<file path="config.mk">
export PLATFORM = sky130hd
export DESIGN_NAME = div_seq_ctrl_flat
export DESIGN_NICKNAME = d
export VERILOG_FILES = /design/src/rtl/div_pkg.sv /design/src/rtl/div_seq_ctrl_if.sv /design/src/rtl/div_step.sv /design/src/rtl/div_seq_ctrl.sv /design/src/flat_wrapper.sv
export SDC_FILE = /design/constraint.sdc
export NUM_CORES = 1
export LEC_CHECK = 0
export CAP_MARGIN = 20
export CORE_UTILIZATION = 49
export CTS_CLUSTER_SIZE = 16
export DETAILED_ROUTE_END_ITERATION = 10
export PLACE_DENSITY = 0.7
export SYNTH_ARGS = -nofsm -noshare
export SYNTH_HDL_FRONTEND = slang
export SYNTH_SLANG_ARGS = --single-unit
</file>
<file path="constraint.sdc">
create_clock -name clk -period 4.9 [get_ports clk]
set_input_delay 1.47 -clock clk [delete_from_list [all_inputs] [get_ports clk]]
set_output_delay 1.47 -clock clk [all_outputs]
set_load 0.01 [all_outputs]
</file>
<file path="src/rtl/div_pkg.sv">
// ============================================================================
// div_pkg : shared state encoding and RV32M divide funct3 codes
// Rev 1.0
// ============================================================================
`default_nettype none

package div_pkg;

    typedef enum logic [1:0] {
        IDLE = 2'd0,
        CALC = 2'd1,
        FIX  = 2'd2,
        DONE = 2'd3
    } div_state_t;

    localparam logic [2:0] F3_DIV  = 3'b100;
    localparam logic [2:0] F3_DIVU = 3'b101;
    localparam logic [2:0] F3_REM  = 3'b110;
    localparam logic [2:0] F3_REMU = 3'b111;

    // DIV and REM are the signed variants (funct3[0] clear)
    function automatic logic f3_is_signed(input logic [2:0] f3);
        return ~f3[0];
    endfunction

endpackage

`default_nettype wire

</file>
<file path="src/rtl/div_seq_ctrl_if.sv">
// ============================================================================
// div_seq_ctrl_if : EX-stage <-> sequential divider handshake bundle
// Rev 1.0
// ============================================================================
`default_nettype none

interface div_seq_ctrl_if #(
    parameter int WIDTH = 32
) ();

    logic             start;
    logic [2:0]       funct3;
    logic [WIDTH-1:0] rs1_value;
    logic [WIDTH-1:0] rs2_value;
    logic             kill;
    logic             busy;
    logic             stall_pipe;
    logic             done;
    logic [WIDTH-1:0] div_out;

    modport master (
        output start, funct3, rs1_value, rs2_value, kill,
        input  busy, stall_pipe, done, div_out
    );

    modport slave (
        input  start, funct3, rs1_value, rs2_value, kill,
        output busy, stall_pipe, done, div_out
    );

endinterface

`default_nettype wire

</file>
<file path="src/rtl/div_step.sv">
// ============================================================================
// div_step : one combinational radix-2 restoring division iteration
// Rev 1.0
// ============================================================================
`default_nettype none

module div_step #(
    parameter int WIDTH = 32
) (
    input  wire logic [WIDTH-1:0] rem,
    input  wire logic [WIDTH-1:0] quo,
    input  wire logic [WIDTH-1:0] divisor,
    output logic      [WIDTH-1:0] rem_n,
    output logic      [WIDTH-1:0] quo_n
);

    logic [WIDTH:0] w_shift;
    logic [WIDTH:0] w_trial;

    // Extra MSB of the trial difference is its sign: set means "does not fit"
    assign w_shift = {rem, quo[WIDTH-1]};
    assign w_trial = w_shift - {1'b0, divisor};

    assign rem_n = w_trial[WIDTH] ? w_shift[WIDTH-1:0] : w_trial[WIDTH-1:0];
    assign quo_n = {quo[WIDTH-2:0], ~w_trial[WIDTH]};

endmodule

`default_nettype wire

</file>
<file path="src/rtl/div_seq_ctrl.sv">
// ============================================================================
// div_seq_ctrl : iterative RV32M DIV/DIVU/REM/REMU unit with pipeline stall
// Rev 1.0
// ============================================================================
`default_nettype none

module div_seq_ctrl
    import div_pkg::*;
#(
    parameter  int WIDTH = 32,
    localparam int CNT_W = $clog2(WIDTH)
) (
    input  wire logic     clk,
    input  wire logic     rst,
    div_seq_ctrl_if.slave bus
);

    localparam logic [WIDTH-1:0] c_MIN  = {1'b1, {(WIDTH-1){1'b0}}};
    localparam logic [WIDTH-1:0] c_ONES = {WIDTH{1'b1}};
    localparam logic [CNT_W-1:0] c_LAST = CNT_W'(WIDTH - 1);

    div_state_t       r_state;
    div_state_t       w_state_n;

    logic [CNT_W-1:0] r_cnt;
    logic [WIDTH-1:0] r_rem;
    logic [WIDTH-1:0] r_quo;
    logic [WIDTH-1:0] r_divisor;
    logic             r_sel_rem;
    logic             r_neg_q;
    logic             r_neg_r;
    logic [WIDTH-1:0] r_div_out;

    logic             w_accept;
    logic             w_signed;
    logic             w_rs1_neg;
    logic             w_rs2_neg;
    logic             w_div_zero;
    logic             w_ovf;
    logic             w_special;
    logic [WIDTH-1:0] w_abs1;
    logic [WIDTH-1:0] w_abs2;
    logic [WIDTH-1:0] w_spec_out;
    logic [WIDTH-1:0] w_rem_n;
    logic [WIDTH-1:0] w_quo_n;
    logic [WIDTH-1:0] w_quo_fix;
    logic [WIDTH-1:0] w_rem_fix;

    assign w_accept   = (r_state == IDLE) & bus.start & bus.funct3[2] & ~bus.kill;
    assign w_signed   = f3_is_signed(bus.funct3);
    assign w_rs1_neg  = w_signed & bus.rs1_value[WIDTH-1];
    assign w_rs2_neg  = w_signed & bus.rs2_value[WIDTH-1];
    assign w_abs1     = w_rs1_neg ? -bus.rs1_value : bus.rs1_value;
    assign w_abs2     = w_rs2_neg ? -bus.rs2_value : bus.rs2_value;

    assign w_div_zero = (bus.rs2_value == '0);
    assign w_ovf      = w_signed & (bus.rs1_value == c_MIN) & (bus.rs2_value == c_ONES);
    assign w_special  = w_div_zero | w_ovf;
    // Divide-by-zero: q = all ones, r = dividend; overflow: q = MIN, r = 0
    assign w_spec_out = bus.funct3[1] ? (w_div_zero ? bus.rs1_value : '0)
                                      : (w_div_zero ? c_ONES        : c_MIN);

    assign w_quo_fix  = r_neg_q ? -r_quo : r_quo;
    assign w_rem_fix  = r_neg_r ? -r_rem : r_rem;

    div_step #(
        .WIDTH   (WIDTH)
    ) u_step (
        .rem     (r_rem),
        .quo     (r_quo),
        .divisor (r_divisor),
        .rem_n   (w_rem_n),
        .quo_n   (w_quo_n)
    );

    always_ff @(posedge clk) begin
        if (rst) begin
            r_state <= IDLE;
        end else begin
            r_state <= w_state_n;
        end
    end

    always_comb begin
        w_state_n = r_state;
        unique case (r_state)
            IDLE: if (w_accept) w_state_n = w_special ? DONE : CALC;
            CALC: if (r_cnt == c_LAST) w_state_n = FIX;
            FIX:  w_state_n = DONE;
            DONE: w_state_n = IDLE;
        endcase
        if (bus.kill && (r_state != IDLE)) begin
            w_state_n = IDLE;
        end
    end

    always_ff @(posedge clk) begin
        if (rst) begin
            r_cnt     <= '0;
            r_rem     <= '0;
            r_quo     <= '0;
            r_divisor <= '0;
            r_sel_rem <= 1'b0;
            r_neg_q   <= 1'b0;
            r_neg_r   <= 1'b0;
            r_div_out <= '0;
        end else begin
            if (w_accept) begin
                r_cnt     <= '0;
                r_rem     <= '0;
                r_quo     <= w_abs1;
                r_divisor <= w_abs2;
                r_sel_rem <= bus.funct3[1];
                r_neg_q   <= w_rs1_neg ^ w_rs2_neg;
                r_neg_r   <= w_rs1_neg;
                if (w_special) begin
                    r_div_out <= w_spec_out;
                end
            end
            if ((r_state == CALC) && !bus.kill) begin
                r_rem <= w_rem_n;
                r_quo <= w_quo_n;
                r_cnt <= r_cnt + CNT_W'(1);
            end
            if ((r_state == FIX) && !bus.kill) begin
                r_div_out <= r_sel_rem ? w_rem_fix : w_quo_fix;
            end
        end
    end

    assign bus.busy       = (r_state == CALC) | (r_state == FIX);
    assign bus.stall_pipe = bus.busy | w_accept;
    assign bus.done       = (r_state == DONE) & ~bus.kill;
    assign bus.div_out    = r_div_out;

endmodule

`default_nettype wire
</file>
<file path="src/flat_wrapper.sv">
// flat-port wrapper written by rule: the top's interface ports become plain ports
module div_seq_ctrl_flat import div_pkg::*;
#(
    parameter  int WIDTH = 32,
    localparam int CNT_W = $clog2(WIDTH)
)
  (clk, rst, bus_start, bus_funct3, bus_rs1_value, bus_rs2_value, bus_kill, bus_busy, bus_stall_pipe, bus_done, bus_div_out);
  div_seq_ctrl_if #(.WIDTH(WIDTH)) bus_i ();
  input  wire logic clk;
  input  wire logic rst;
  input wire logic [$bits(bus_i.start)-1:0] bus_start;
  input wire logic [$bits(bus_i.funct3)-1:0] bus_funct3;
  input wire logic [$bits(bus_i.rs1_value)-1:0] bus_rs1_value;
  input wire logic [$bits(bus_i.rs2_value)-1:0] bus_rs2_value;
  input wire logic [$bits(bus_i.kill)-1:0] bus_kill;
  output wire logic [$bits(bus_i.busy)-1:0] bus_busy;
  output wire logic [$bits(bus_i.stall_pipe)-1:0] bus_stall_pipe;
  output wire logic [$bits(bus_i.done)-1:0] bus_done;
  output wire logic [$bits(bus_i.div_out)-1:0] bus_div_out;
  assign bus_i.start = bus_start;
  assign bus_i.funct3 = bus_funct3;
  assign bus_i.rs1_value = bus_rs1_value;
  assign bus_i.rs2_value = bus_rs2_value;
  assign bus_i.kill = bus_kill;
  assign bus_busy = bus_i.busy;
  assign bus_stall_pipe = bus_i.stall_pipe;
  assign bus_done = bus_i.done;
  assign bus_div_out = bus_i.div_out;
  div_seq_ctrl #(.WIDTH(WIDTH)) u_core (.clk(clk), .rst(rst), .bus(bus_i));
endmodule
</file>
==> results by group <==
Status
  • Status: completed

Setup path
  • Crit path DAT: roughly 4800 ps
  • CP max stage delay: between 700 and 800 ps
  • Crit-path max FO: 9
  • Largest delay share family, worst path: simple AND/OR/NAND/NOR gates
  • Crit start category: input port
  • Crit end category: flip-flop
  • Worst path slowest cell: nor3_1
  • Crit Path Category: in -> reg
  • CP bufs+invs: 1
  • Crit path cell chain: clkdlybuf4s50_1 -> or4_1 -> nor3_1 -> nand4_1 -> nor2_1 -> o21ai_2 -> and2_1 -> a221oi_2 -> a21oi_1
  • Worst EP required: 5170 ps

Die
  • Cell Rows: 53
  • Starting Density: 49.89%
  • Die Ht: 148.3 um
  • Core ar.: about 21000 um^2
  • Die Width: 148.3 um
  • Die ar.: ~22000 um^2
  • I/O Pins: around 110

Placement
  • IO buf count: 105
  • Place WS: 15.50 ps
  • Placement Cell Area: roughly 12000 um^2
  • RD Place Congestion: 0.8966
  • DPL Wire Length: about 22000 um

Min path
  • Hold Path Class: reg -> reg

Clock tree
  • Cts bufs inserted: 17
  • Post-CTS Resized: 0
  • CTS tree: yes
  • Clk_lat worst skew: 420 ps
  • Postcts setup bufs: 0
  • Hold_buf cts: 0
  • Root Buffer: clkbuf_16
  • Clock sink count: ~140
  • Clock slew at reported path FFs: around 60 ps
  • CTS HTree Levels: 4
  • Max Buffers Root-to-Sink: 2

Timing
  • Setup ws final: 380.3 ps
  • Final setup viols: 0
  • Final min period: about 4500 ps
  • Fmax: 221.3 MHz
  • Slew Viols, Final: 0
  • Setup_tns: 0 ps
  • Slew @ Worst Pin: 990.5 ps
  • RSZ-0062 raised after global routing: false
  • Period utilisation layout: 92.24%
  • Final Hold Violating Endpoints: 0
  • Slew HR: 33.88%
  • Final worst clock skew: 7.835 ps

Power and ir drop
  • Worst vdd ir: roughly 0.00024 V
  • Pwr dens: 328.5 nW/um^2
  • Lkg Pwr: 4.536 nW

Synth
  • Syn_nets: about 1.5k
  • Mapped cell area: 10490 um^2
  • Count leader, synth: nand2_1
  • Cell taking the most area after synthesis: dfxtp_1
  • Synthesis warning total: 0
  • Fraction of registers with async set/reset: 0%
  • Average cell area after synthesis: 7.365 um^2
  • Synth top area share: 26.34%
  • Top FF cell, synth: dfxtp_1
  • Post-Synthesis Cells: 1424
  • Dominant cells by area after synthesis: dfxtp_1 26%, xnor2_1 7.4%, nand2_1 7.0%, ha_1 5.1%, xor2_1 4.4%
  • Share of the yosys chip area belonging to registers: 26.34%
  • Post-synth EDFFs: 0
  • Yosys reg bits: 138
  • Distinct cells, synth: 66
  • Post-synth top cells: 196 x nand2_1, 138 x dfxtp_1, 112 x nor2_1, 91 x o21ai_0, 89 x xnor2_1

GRT
  • Vias in the first global route: between 9k and 10k
  • Largest net degree at the start of global routing: 64
  • Global-route wire length before repair: between 40000 and 50000 um
  • GRT overflow: 0
  • Initial antenna violation count: 1
  • GRT Util Overall: a little over a quarter

Routing
  • DRT iter0 DRCs: roughly 870
  • Detail Route Antenna Nets: 0
  • DR vias: 10.49k
  • Drt via density: between 5 and 6
  • Number of remaining DRC errors: 0
  • Final WL: 30320 um
  • DR WL/cell: 17.06 um
  • First-pass DRT Iterations: 5

Layout
  • P&R area growth vs syn: 17.87%
  • # diodes: 0
  • Final Util: 58.81%
  • Fin area: 12360 um^2
  • # nets final: 1607
  • Layout cells sized above 1: between 5 and 6%

Flow run
  • Max-cap violations: 0
-- cell usage in the layout (no fill, tap or decap), types with 11 or more instances in the layout --
cell             netlist  final
nand2b_1              23     23
a211oi_1              51     51
clkbuf_16              0     17
o21ai_0               91     91
or4_1                 16     16
dfxtp_1              138    138
nor3_1                24     22
xor2_1                53     53
a21oi_1               84     84
nand3_1               58     58
o31ai_1               27     27
nor2b_1               12     11
mux2i_1               29     29
clkdlybuf4s50_1        0    104
buf_4                  3     32
nor4_1                13     13
xnor2_1               89     88
o211ai_1              15     15
nand4_1               11     11
ha_1                  43     43
nor2_1               112    111
nand2_1              196    196
inv_1                 64     64
a31oi_1               51     51
or3_1                 20     20
a21o_1                13     13
-- flip-flops by register name, summed over array words and instances, names as in the netlist --
signal,count
u_core.r_rem,32
u_core.r_quo,32
u_core.r_cnt,5
u_core.r_divisor,32
u_core.r_neg_r,1
u_core.bus.div_out,32
u_core.r_state,2
u_core.r_neg_q,1
u_core.r_sel_rem,1
-- worst reg2reg max path: stages, from the launching register on --
cell and delay (ps):
dfxtp_1 320, inv_1 130, ha_1 240, fa_1 410, nor2b_1 180, o211ai_1 140
a2111oi_0 390, buf_4 200, o211ai_1 130, nand3_1 100, o221ai_1 160, xnor2_2 150
buf_4 490, mux2i_1 280, o21ai_0 100
-- final timing paths --
path,endpoint,cells after the start,slack [ps],from
setup / recovery,u_core.bus.div_out[23],9,380,bus_rs1_value[23]
hold / removal,u_core.r_divisor[22],2,460,u_core.r_divisor[22]
setup reg to reg,u_core.r_rem[18],14,1360,u_core.r_quo[31]
hold reg to reg,u_core.r_divisor[22],2,460,u_core.r_divisor[22]
-- per-layer routing --
metal | routed length, um | vias to the layer above | global-route usage [%]
met5 | 13 | - | 0
met4 | 502 | 2 | 8.144
met3 | 1999 | 42 | 5.307
met2 | 13900 | 359 | 44.91
met1 | 13910 | 4843 | 36.55
li1 | - | 5246 | -
-- cell type report --
type	instances	area, um^2
Tap cell	275	344.1
Clock inverter	8	97.59
Sequential cell	138	2763
Inverter	64	240.2
Fill cell	2029	8660
Multi-Input combinational cell	1134	7161
Clock buffer	21	460.4
Timing Repair Buffer	137	1296
-- per-stage QoR --
stage / cells / total power, W / hold slack, ps
finish: 1777 / 0.004060 / 461.3
global route: 1777 / 0.004278 / 495.4
CTS: 1776 / 0.004049 / 459.7
detailed placement: 1747 / 0.002808 / 452.3
global placement: 1747 / 0.002795 / 440.4
floorplan: 1424 / 0.002408 / 431.9
-- power breakdown --
part / switching [W] / internal (W)
Sequential: 0.0000833 / 0.00119
Clock: 0.000484 / 0.000764
Combinational: 0.000892 / 0.000645
Total: 0.00146 / 0.00260
-- kinds of logic after synthesis --
group | synth area share, %
and+or+nand+nor | 23.74
AOI/OAI and AO/OA | 24.37
buffers and inverters | 5.595
xor gates and xnor gates | 11.86
DFF | 26.34
adders and majority gates | 5.321
muxes | 2.768
Note: power is estimated with default switching activity, not from simulation.
